===== src/rtl/mem_access_stage_pkg.sv =====
// Shared definitions for the MEM pipeline stage.
// Holds the funct3 encodings for loads, stores and branches, and the
// state type of the memory-access FSM.
package mem_access_stage_pkg;

  localparam logic [2:0] F3_LB  = 3'b000;
  localparam logic [2:0] F3_LH  = 3'b001;
  localparam logic [2:0] F3_LW  = 3'b010;
  localparam logic [2:0] F3_LBU = 3'b100;
  localparam logic [2:0] F3_LHU = 3'b101;

  localparam logic [2:0] F3_SB  = 3'b000;
  localparam logic [2:0] F3_SH  = 3'b001;
  localparam logic [2:0] F3_SW  = 3'b010;

  localparam logic [2:0] F3_BEQ = 3'b000;
  localparam logic [2:0] F3_BNE = 3'b001;

  typedef enum logic {
    ST_IDLE = 1'b0,
    ST_WAIT = 1'b1
  } mem_state_e;

endpackage


===== src/rtl/mem_access_stage_load_store_align.sv =====
// Byte-lane handling between the core and the 32-bit data bus.
// Loads: lane select plus sign/zero extension. Stores: data replication
// and byte strobes. Lane bits below natural alignment are ignored.
// Optional macro MISALIGN_TRAP_EN adds the `misaligned` detection output.
module load_store_align
  import mem_access_stage_pkg::*;
(
  input  logic [2:0]  funct3,
  input  logic [1:0]  lane,
  input  logic        is_store,
  input  logic [31:0] rdata,
  input  logic [31:0] store_src,
  output logic [31:0] load_data,
  output logic [31:0] store_data,
  output logic [3:0]  store_strb
`ifdef MISALIGN_TRAP_EN
  ,
  output logic        misaligned
`endif
);

  logic [7:0]  byte_sel;
  logic [15:0] half_sel;

  // Pick the addressed byte/halfword and extend it into a full word.
  always_comb begin
    byte_sel = rdata[{lane, 3'b000} +: 8];
    half_sel = lane[1] ? rdata[31:16] : rdata[15:0];
    case (funct3)
      F3_LB:   load_data = {{24{byte_sel[7]}}, byte_sel};
      F3_LH:   load_data = {{16{half_sel[15]}}, half_sel};
      F3_LW:   load_data = rdata;
      F3_LBU:  load_data = {24'h000000, byte_sel};
      F3_LHU:  load_data = {16'h0000, half_sel};
      default: load_data = rdata;
    endcase
  end

  // Replicate store data across the bus and raise the matching strobes.
  always_comb begin
    case (funct3)
      F3_SB: begin
        store_data = {4{store_src[7:0]}};
        store_strb = 4'b0001 << lane;
      end
      F3_SH: begin
        store_data = {2{store_src[15:0]}};
        store_strb = lane[1] ? 4'b1100 : 4'b0011;
      end
      default: begin
        store_data = store_src;
        store_strb = 4'b1111;
      end
    endcase
  end

`ifdef MISALIGN_TRAP_EN
  // Halfwords need lane[0]==0, words need lane==0.
  always_comb begin
    if (is_store) begin
      misaligned = ((funct3 == F3_SH) && lane[0]) ||
                   ((funct3 == F3_SW) && (lane != 2'b00));
    end else begin
      misaligned = (((funct3 == F3_LH) || (funct3 == F3_LHU)) && lane[0]) ||
                   ((funct3 == F3_LW) && (lane != 2'b00));
    end
  end
`endif

endmodule


===== src/rtl/mem_access_stage.sv =====
// MEM pipeline stage: issues data-memory requests, stalls upstream until
// the memory acknowledges, resolves branches, and holds the MEM/WB register.
// Optional macro MISALIGN_TRAP_EN: misaligned half/word accesses are not
// issued and are reported on misalign_w instead.
module mem_access_stage
  import mem_access_stage_pkg::*;
(
  input  logic        clk,
  input  logic        reset,
  input  logic [31:0] pc_imm_m,
  input  logic        zero_m,
  input  logic [31:0] alu_result_m,
  input  logic [31:0] read_data_2_m,
  input  logic        reg_write_m,
  input  logic        mem_to_reg_m,
  input  logic        branch_m,
  input  logic        mem_read_m,
  input  logic        mem_write_m,
  input  logic [4:0]  rd_m,
  input  logic [31:0] inst_m,
  output logic        dmem_req,
  output logic        dmem_we,
  output logic [31:0] dmem_addr,
  output logic [31:0] dmem_wdata,
  output logic [3:0]  dmem_wstrb,
  input  logic        dmem_ack,
  input  logic [31:0] dmem_rdata,
  output logic        stall_m,
  output logic        pc_src,
  output logic [31:0] branch_target,
  output logic        reg_write_w,
  output logic        mem_to_reg_w,
  output logic [31:0] read_data_w,
  output logic [31:0] alu_result_w,
  output logic [4:0]  rd_w,
  output logic [31:0] inst_w
`ifdef MISALIGN_TRAP_EN
  ,
  output logic        misalign_w
`endif
);

  logic [2:0]  funct3;
  logic [1:0]  lane;
  logic        access_raw;
  logic        access;
  logic [31:0] load_data;
  logic [31:0] store_data;
  logic [3:0]  store_strb;
  logic [31:0] cur_addr;
  logic [3:0]  cur_wstrb;
  logic        we_sel;

  mem_state_e  state_q, state_d;
  logic [31:0] hold_addr_q, hold_addr_d;
  logic [31:0] hold_wdata_q, hold_wdata_d;
  logic [3:0]  hold_wstrb_q, hold_wstrb_d;
  logic        hold_we_q, hold_we_d;

  logic        wb_reg_write_q, wb_reg_write_d;
  logic        wb_mem_to_reg_q, wb_mem_to_reg_d;
  logic [31:0] wb_read_data_q, wb_read_data_d;
  logic [31:0] wb_alu_result_q, wb_alu_result_d;
  logic [4:0]  wb_rd_q, wb_rd_d;
  logic [31:0] wb_inst_q, wb_inst_d;

  assign funct3     = inst_m[14:12];
  assign lane       = alu_result_m[1:0];
  assign access_raw = mem_read_m | mem_write_m;

`ifdef MISALIGN_TRAP_EN
  logic misaligned;
  logic trap;
  logic wb_misalign_q, wb_misalign_d;
  assign trap   = access_raw & misaligned;
  assign access = access_raw & ~misaligned;
`else
  assign access = access_raw;
`endif

  load_store_align u_align (
    .funct3     (funct3),
    .lane       (lane),
    .is_store   (mem_write_m),
    .rdata      (dmem_rdata),
    .store_src  (read_data_2_m),
    .load_data  (load_data),
    .store_data (store_data),
    .store_strb (store_strb)
`ifdef MISALIGN_TRAP_EN
    ,
    .misaligned (misaligned)
`endif
  );

  // A set write bit wins over the read bit, so load+store behaves as a store.
  assign cur_addr  = {alu_result_m[31:2], 2'b00};
  assign cur_wstrb = mem_write_m ? store_strb : 4'b0000;

  assign stall_m       = access & ~dmem_ack;
  assign pc_src        = branch_m & ((funct3 == F3_BNE) ? ~zero_m : zero_m);
  assign branch_target = pc_imm_m;

  // Request FSM: issue in IDLE, replay the captured bus beat while in WAIT.
  always_comb begin
    state_d      = state_q;
    hold_addr_d  = hold_addr_q;
    hold_wdata_d = hold_wdata_q;
    hold_wstrb_d = hold_wstrb_q;
    hold_we_d    = hold_we_q;
    dmem_req     = 1'b0;
    dmem_addr    = cur_addr;
    dmem_wdata   = store_data;
    dmem_wstrb   = cur_wstrb;
    we_sel       = mem_write_m;
    case (state_q)
      ST_IDLE: begin
        dmem_req     = access;
        hold_addr_d  = cur_addr;
        hold_wdata_d = store_data;
        hold_wstrb_d = cur_wstrb;
        hold_we_d    = mem_write_m;
        if (access && !dmem_ack) state_d = ST_WAIT;
      end
      ST_WAIT: begin
        dmem_req   = 1'b1;
        dmem_addr  = hold_addr_q;
        dmem_wdata = hold_wdata_q;
        dmem_wstrb = hold_wstrb_q;
        we_sel     = hold_we_q;
        if (dmem_ack) state_d = ST_IDLE;
      end
      default: state_d = ST_IDLE;
    endcase
    dmem_we = dmem_req & we_sel;
    if (!dmem_req) dmem_wstrb = 4'b0000;
  end

  // MEM/WB next value: bubble while stalled, otherwise capture the stage.
  always_comb begin
    wb_reg_write_d  = wb_reg_write_q;
    wb_mem_to_reg_d = wb_mem_to_reg_q;
    wb_read_data_d  = wb_read_data_q;
    wb_alu_result_d = wb_alu_result_q;
    wb_rd_d         = wb_rd_q;
    wb_inst_d       = wb_inst_q;
`ifdef MISALIGN_TRAP_EN
    wb_misalign_d   = 1'b0;
`endif
    if (stall_m) begin
      wb_reg_write_d  = 1'b0;
      wb_mem_to_reg_d = 1'b0;
      wb_inst_d       = '0;
    end else begin
      wb_reg_write_d  = reg_write_m;
      wb_mem_to_reg_d = mem_to_reg_m;
      wb_read_data_d  = load_data;
      wb_alu_result_d = alu_result_m;
      wb_rd_d         = rd_m;
      wb_inst_d       = inst_m;
`ifdef MISALIGN_TRAP_EN
      if (trap) wb_reg_write_d = 1'b0;
      wb_misalign_d = trap;
`endif
    end
  end

  // State and register update with synchronous reset.
  always_ff @(posedge clk) begin
    if (reset) begin
      state_q         <= ST_IDLE;
      hold_addr_q     <= '0;
      hold_wdata_q    <= '0;
      hold_wstrb_q    <= '0;
      hold_we_q       <= 1'b0;
      wb_reg_write_q  <= 1'b0;
      wb_mem_to_reg_q <= 1'b0;
      wb_read_data_q  <= '0;
      wb_alu_result_q <= '0;
      wb_rd_q         <= '0;
      wb_inst_q       <= '0;
`ifdef MISALIGN_TRAP_EN
      wb_misalign_q   <= 1'b0;
`endif
    end else begin
      state_q         <= state_d;
      hold_addr_q     <= hold_addr_d;
      hold_wdata_q    <= hold_wdata_d;
      hold_wstrb_q    <= hold_wstrb_d;
      hold_we_q       <= hold_we_d;
      wb_reg_write_q  <= wb_reg_write_d;
      wb_mem_to_reg_q <= wb_mem_to_reg_d;
      wb_read_data_q  <= wb_read_data_d;
      wb_alu_result_q <= wb_alu_result_d;
      wb_rd_q         <= wb_rd_d;
      wb_inst_q       <= wb_inst_d;
`ifdef MISALIGN_TRAP_EN
      wb_misalign_q   <= wb_misalign_d;
`endif
    end
  end

  assign reg_write_w  = wb_reg_write_q;
  assign mem_to_reg_w = wb_mem_to_reg_q;
  assign read_data_w  = wb_read_data_q;
  assign alu_result_w = wb_alu_result_q;
  assign rd_w         = wb_rd_q;
  assign inst_w       = wb_inst_q;
`ifdef MISALIGN_TRAP_EN
  assign misalign_w   = wb_misalign_q;
`endif

endmodule


===== config.mk =====
export PLATFORM = sky130hd
export DESIGN_NAME = mem_access_stage
export DESIGN_NICKNAME = d
export VERILOG_FILES = /design/src/rtl/mem_access_stage_pkg.sv /design/src/rtl/mem_access_stage_load_store_align.sv /design/src/rtl/mem_access_stage.sv
export SDC_FILE = /design/constraint.sdc
export NUM_CORES = 1
export LEC_CHECK = 0
export BUFFER_PORTS_ARGS = -buffer_cell sky130_fd_sc_hd__buf_2
export CAP_MARGIN = 20
export CORE_AREA = 2 2 148 150
export DETAILED_ROUTE_END_ITERATION = 10
export DIE_AREA = 0 0 150 152
export GPL_ROUTABILITY_DRIVEN = 0
export MAX_ROUTING_LAYER = met4
export PLACE_DENSITY = 0.62
export SYNTH_ARGS = -nofsm -noshare
export SYNTH_HDL_FRONTEND = slang
export SYNTH_SLANG_ARGS = --single-unit

===== constraint.sdc =====
create_clock -name clk -period 3.5 [get_ports clk]
set_input_delay 0 -clock clk [delete_from_list [all_inputs] [get_ports clk]]
set_output_delay 0 -clock clk [all_outputs]
set_load 0.02 [all_outputs]

[Yosys cells after proc, flatten, opt, wreduce, memory -nomap -nowiden]
Index checks and enable logic that the tools add are counted.
Cells by class
  bitwise operators: 7
  mux-type cells: 16
  shifts and indexed selects: 2
  eq/ne operators: 3
  reductions and logical operators: 4
Operators by type and width (count)
  $pmux W32 S4: 1
  $mux W32: 2
  $pmux W32 S2: 1
  $shiftx A32 B6 Y8: 1
  $mux W16: 1
  $mux W4: 4
  $pmux W4 S2: 1
  $eq A3 B3 Y1 const B: 2
  $mux W1: 4
  $pmux W1 S2: 2
  $shl A1 B2 Y4 const A: 1
  $and A1 B1 Y1: 3
  $eq A3 B1 Y1 const B: 1
  $logic_not A3 Y1: 1
  $not A1 Y1: 3
  $reduce_or A2 Y1: 1
  $logic_and A1 B1 Y1: 1
  $logic_not A1 Y1: 1
  $or A1 B1 Y1: 1
Storage, ports and cells
  bits in registers: 173
  input port bits: 174
  output and inout bits: 207
  logic and storage cells: 43

[Longest topological paths before layout]
  word-level depth: 5
  gate-level depth with buffers: 7
  mapped depth without buffers: 4

[Cells and area by module]
From an unflattened synthesis, not the netlist that was laid out.
Unflattened totals
  cell total of the unflattened synthesis: 824
  area, all modules: 8444.3 um^2
Modules (own cells, without submodules)
  mem_access_stage: sequential area each 3463.3 um^2, instances 1, area an instance 7204.4 um^2, cells each 647
  load_store_align: sequential area each 0.0 um^2, instances 1, area an instance 1239.9 um^2, cells each 177

[Least setup slack after synthesis]
No wires, ideal clock.
  path type: reg-to-reg
  start point: register state_q
  end point: register hold_wdata_q[4]
  clock period less this slack: 1509 ps
  required time: 3372 ps
  cell stages (with the launch flop): 6
  setup time: 128 ps
  path slack: 1991 ps
  buffers on the path: 3
  arrival time: 1382 ps
  cell sequence: dfxtp_1 > clkbuf_1 > buf_2 > buf_4 > mux2_2 > nor2b_1
Between the ends
  word-level cells in the longest chain between the ends: 1
RTL lines
  start, declared: RTL line mem_access_stage.sv:54  | mem_state_e state_q, state_d;
  start signal, assigned: RTL line mem_access_stage.sv:186  | state_q <= state_d;
  $mux W32
  net dmem_wdata[4]: RTL line mem_access_stage.sv:24  | output logic [31:0] dmem_wdata,
  end signal, assigned: RTL line mem_access_stage.sv:188  | hold_wdata_q <= hold_wdata_d;
  end, declared: RTL line mem_access_stage.sv:56  | logic [31:0] hold_wdata_q, hold_wdata_d;
The timed path passes the listed nets, and every way through them passes these cells.
A chain may end at the register's enable or synchronous reset.

[Worst setup path in the final report]
  start point: input port mem_write_m
  end point: register wb_read_data_q[13] (netlist: read_data_w[13])
Between the ends
  word-level cells in the longest chain between the ends: 2
RTL lines
  start, declared: RTL line mem_access_stage.sv:18  | input logic mem_write_m,
  $or A1 B1 Y1: RTL line mem_access_stage.sv:69  | assign access_raw = mem_read_m | mem_write_m;
  $and A1 B1 Y1: RTL line mem_access_stage.sv:100  | assign stall_m = access & ~dmem_ack;
  end signal, assigned: RTL line mem_access_stage.sv:193  | wb_read_data_q <= wb_read_data_d;
  end, declared: RTL line mem_access_stage.sv:62  | logic [31:0] wb_read_data_q, wb_read_data_d;
No other way between the ends.

==> results.json <==
{
  "fin_crit_sh": 0.6445,
  "synth-seq-cells": 173,
  "crit_path_end_kind": "flip-flop",
  "fillerInstances": 2009,
  "gr-total-overflow": 0,
  "drt-initial-drc-count": 303,
  "start_util": 0.3356,
  "avgSynthCellArea_um2": 9.210,
  "die_h_um": 152,
  "critPathLaunch": "mem_write_m",
  "fp-row-count": 54,
  "grt_pass1_vias": 6655,
  "clock-sinks": 173,
  "yosysWarnings": 0,
  "cap_violations": 0,
  "fin_tns_setup_ns": 0,
  "worst_slack_ns": 1.244,
  "syn_inst": 778,
  "cp_num_buf_inv": 3,
  "io_buffers": 316,
  "finalNetCount": 1335,
  "synthDistinctLibCells": 41,
  "synthToLayoutAreaGrowth_pct": 46.97,
  "antenna_found_initial": 0,
  "drtAntennaViolNets": 0,
  "die_w_um": 150,
  "setup_viol": 0,
  "rsz0062_at_grt": "no",
  "mostFrequentLayoutCell": "buf_2",
  "dieArea_um2": 22800,
  "grt_max_degree": 80,
  "crit_arrival_ns": 2.52,
  "rrSetupSlack_ns": 1.69,
  "layout_min_cycle_time_ns": 2.256,
  "powerDensity_nw_per_um2": 472.2,
  "cp_top_family": "buffers and inverters",
  "num_io_pins": 381,
  "hold_end": "branch_target[12]",
  "synth_nets": 952,
  "track_usage": 0.1961,
  "ctsLongestPathBuffers": 2,
  "critical_path_class": "input port to flip-flop",
  "status": "completed",
  "post_drt_wl_per_cell_um": 15.50,
  "startpoint_type": "input port",
  "slew_headroom": 0.3602,
  "drv_slew": 0,
  "crit_chain": "dlygate4sd3_1 -> buf_2 -> o21bai_4 -> buf_4 -> nand2b_1 -> a21oi_2 -> a211oi_1",
  "coreArea_um2": 21350,
  "wirelength_mm": 22.54,
  "r2r_end": "hold_wstrb_q[3]",
  "crit_fanout": 79,
  "syn-cell-area_um2": 7166,
  "ys_async_sr_fraction": 0,
  "finalHoldViolCount": 0,
  "crit_slowest_cell": "buf_4",
  "dp_slack_ns": 1.407,
  "layout-drive-gt1-share": 0.3654,
  "clock_skew_ns": 0.007236,
  "drt_drc_violations_left": 0,
  "cts_tree": "done",
  "grt_pass1_wl_mm": 34.30,
  "worstHoldStart": "pc_imm_m[12]",
  "cts_buffers": 17,
  "h-tree-depth": 4,
  "vias": 6776,
  "dr.pass1.iters": 7,
  "reg2regPathDepth": 4,
  "rr_startpoint": "state_q",
  "critPathRequiredTime_ns": 3.77,
  "root_buffer": "clkbuf_16",
  "mostFrequentLayoutCells": "buf_2, dfxtp_1, nand2_1",
  "clk_pin_slew_ns": 0.06,
  "clock_latency_ns": 0.42,
  "vdd_drop_max_mv": 0.2892,
  "diodes": 0,
  "worst_pin_slew_ns": 0.9587,
  "leakagePower_nw": 4.858,
  "place_hpwl_mm": 15.00,
  "max_freq_ghz": 0.4433,
  "ys_seq_area_frac": 0.4833,
  "synth_edf_count": 0,
  "ys.flop_type": "dfxtp_1",
  "whs_path_depth": 0,
  "slowest_delay_ns": 0.65,
  "via_per_inst": 4.660,
  "hold_class": "input port to output port"
}
-- cell families (layout without fill, tap and decap cells) --
kind of cell | after synthesis | in the layout | synth area share
AO/OA/AOI/OAI | 128 | 128 | 0.1142
XOR/XNOR | 1 | 1 | 0.001223
buffers and inverters | 90 | 486 | 0.07107
flip-flops | 173 | 173 | 0.4833
multiplexers | 80 | 80 | 0.1210
AND/OR/NAND/NOR | 306 | 306 | 0.2092
-- worst register-to-register path, delay by kind of cell, from the launching register on --
family	cells	cell delay (ns)
compound gates	2	0.23
flops	1	0.97
simple gates	2	0.46
-- state kept, by name, indices dropped and copies added (netlist names) --
| register | flops |
|---|---|
| alu_result_w | 32 |
| read_data_w | 32 |
| hold_addr_q | 32 |
| hold_wdata_q | 32 |
| hold_wstrb_q | 4 |
| mem_to_reg_w | 1 |
| rd_w | 5 |
| hold_we_q | 1 |
| inst_w | 32 |
| state_q | 1 |
| reg_write_w | 1 |
-- repair_timing --
item                       4_1_cts  5_1_grt
setup buffers                    0        0
hold endpoints to repair       147        0
hold buffers                   131        0
setup endpoints to repair        0        0
resized for setup                0        0
-- metal layers --
layer	track usage	routed length [um]	vias to the layer above	part of all wire
met2	0.3312	11050	300	0.49
met5	-	0	-	0
met3	0.04174	1632	61	0.072
met4	0.09075	790	0	0.035
li1	-	-	3323	-
met1	0.2201	9073	3092	0.40
-- final cells by class --
| cell class | instances | area (um2) | share of cell area |
|---|---|---|---|
| sequential | 173 | 3467 | 0.3292 |
| timing repair buffer | 453 | 2940 | 0.2792 |
| inverter | 1 | 3.754 | 0.0003564 |
| tap | 280 | 350.3 | 0.03327 |
| multi-input combinational | 515 | 3201 | 0.3039 |
| clock buffer | 18 | 429.2 | 0.04075 |
| clock inverter | 14 | 140.1 | 0.01331 |
-- Yosys cell counts (2+ instances only) --
cell | instances | area share
dfxtp_1 | 173 | 0.48
mux2i_1 | 27 | 0.038
and2b_1 | 8 | 0.0084
nor2_1 | 33 | 0.017
nor2_2 | 2 | 0.0017
buf_4 | 38 | 0.040
nor3_1 | 6 | 0.0042
buf_2 | 16 | 0.011
clkbuf_1 | 31 | 0.016
buf_1 | 2 | 0.0010
mux2_2 | 53 | 0.083
nand2b_1 | 4 | 0.0035
o21ai_2 | 8 | 0.0098
o21ai_0 | 25 | 0.017
nor2b_1 | 60 | 0.052
o21ai_1 | 5 | 0.0035
o221a_2 | 6 | 0.0094
nand3b_1 | 9 | 0.0094
a21oi_1 | 42 | 0.029
a31oi_1 | 7 | 0.0061
and2_1 | 37 | 0.032
a211oi_1 | 25 | 0.026
nand2_1 | 143 | 0.075
-- where the power goes --
part | internal, mW | switching, mW
Combinational | 0.426 | 0.542
Clock | 0.952 | 0.889
Sequential | 2.10 | 0.0659
Total | 3.48 | 1.50
-- how the worst max path moves through the flow --
stage	endpoint	slack [ns]	cells after the start
2_1_floorplan	hold_wdata_q[4]	1.99	5
3_3_place_gp	read_data_w[15]	1.49	6
3_5_place_dp	read_data_w[8]	1.41	6
4_1_cts	read_data_w[13]	1.29	7
5_1_grt	read_data_w[13]	1.14	7
6_report	read_data_w[13]	1.24	7
-- stage by stage --
step / hold slack [ns] / cells / area, um2 / utilization / power (mW)
finish: 0.000007743 / 1454 / 10530 / 0.4933 / 4.973
global route: 0.00002923 / 1454 / 10530 / 0.4933 / 5.206
global placement: 0.0001367 / 1291 / 8651 / 0.4052 / 3.052
CTS: 0.0001367 / 1454 / 10530 / 0.4933 / 5.039
floorplan: 0.07615 / 778 / 7166 / - / 2.781
detailed placement: 0.0001367 / 1291 / 8651 / 0.4052 / 3.058
(Power assumes the default switching activity.)
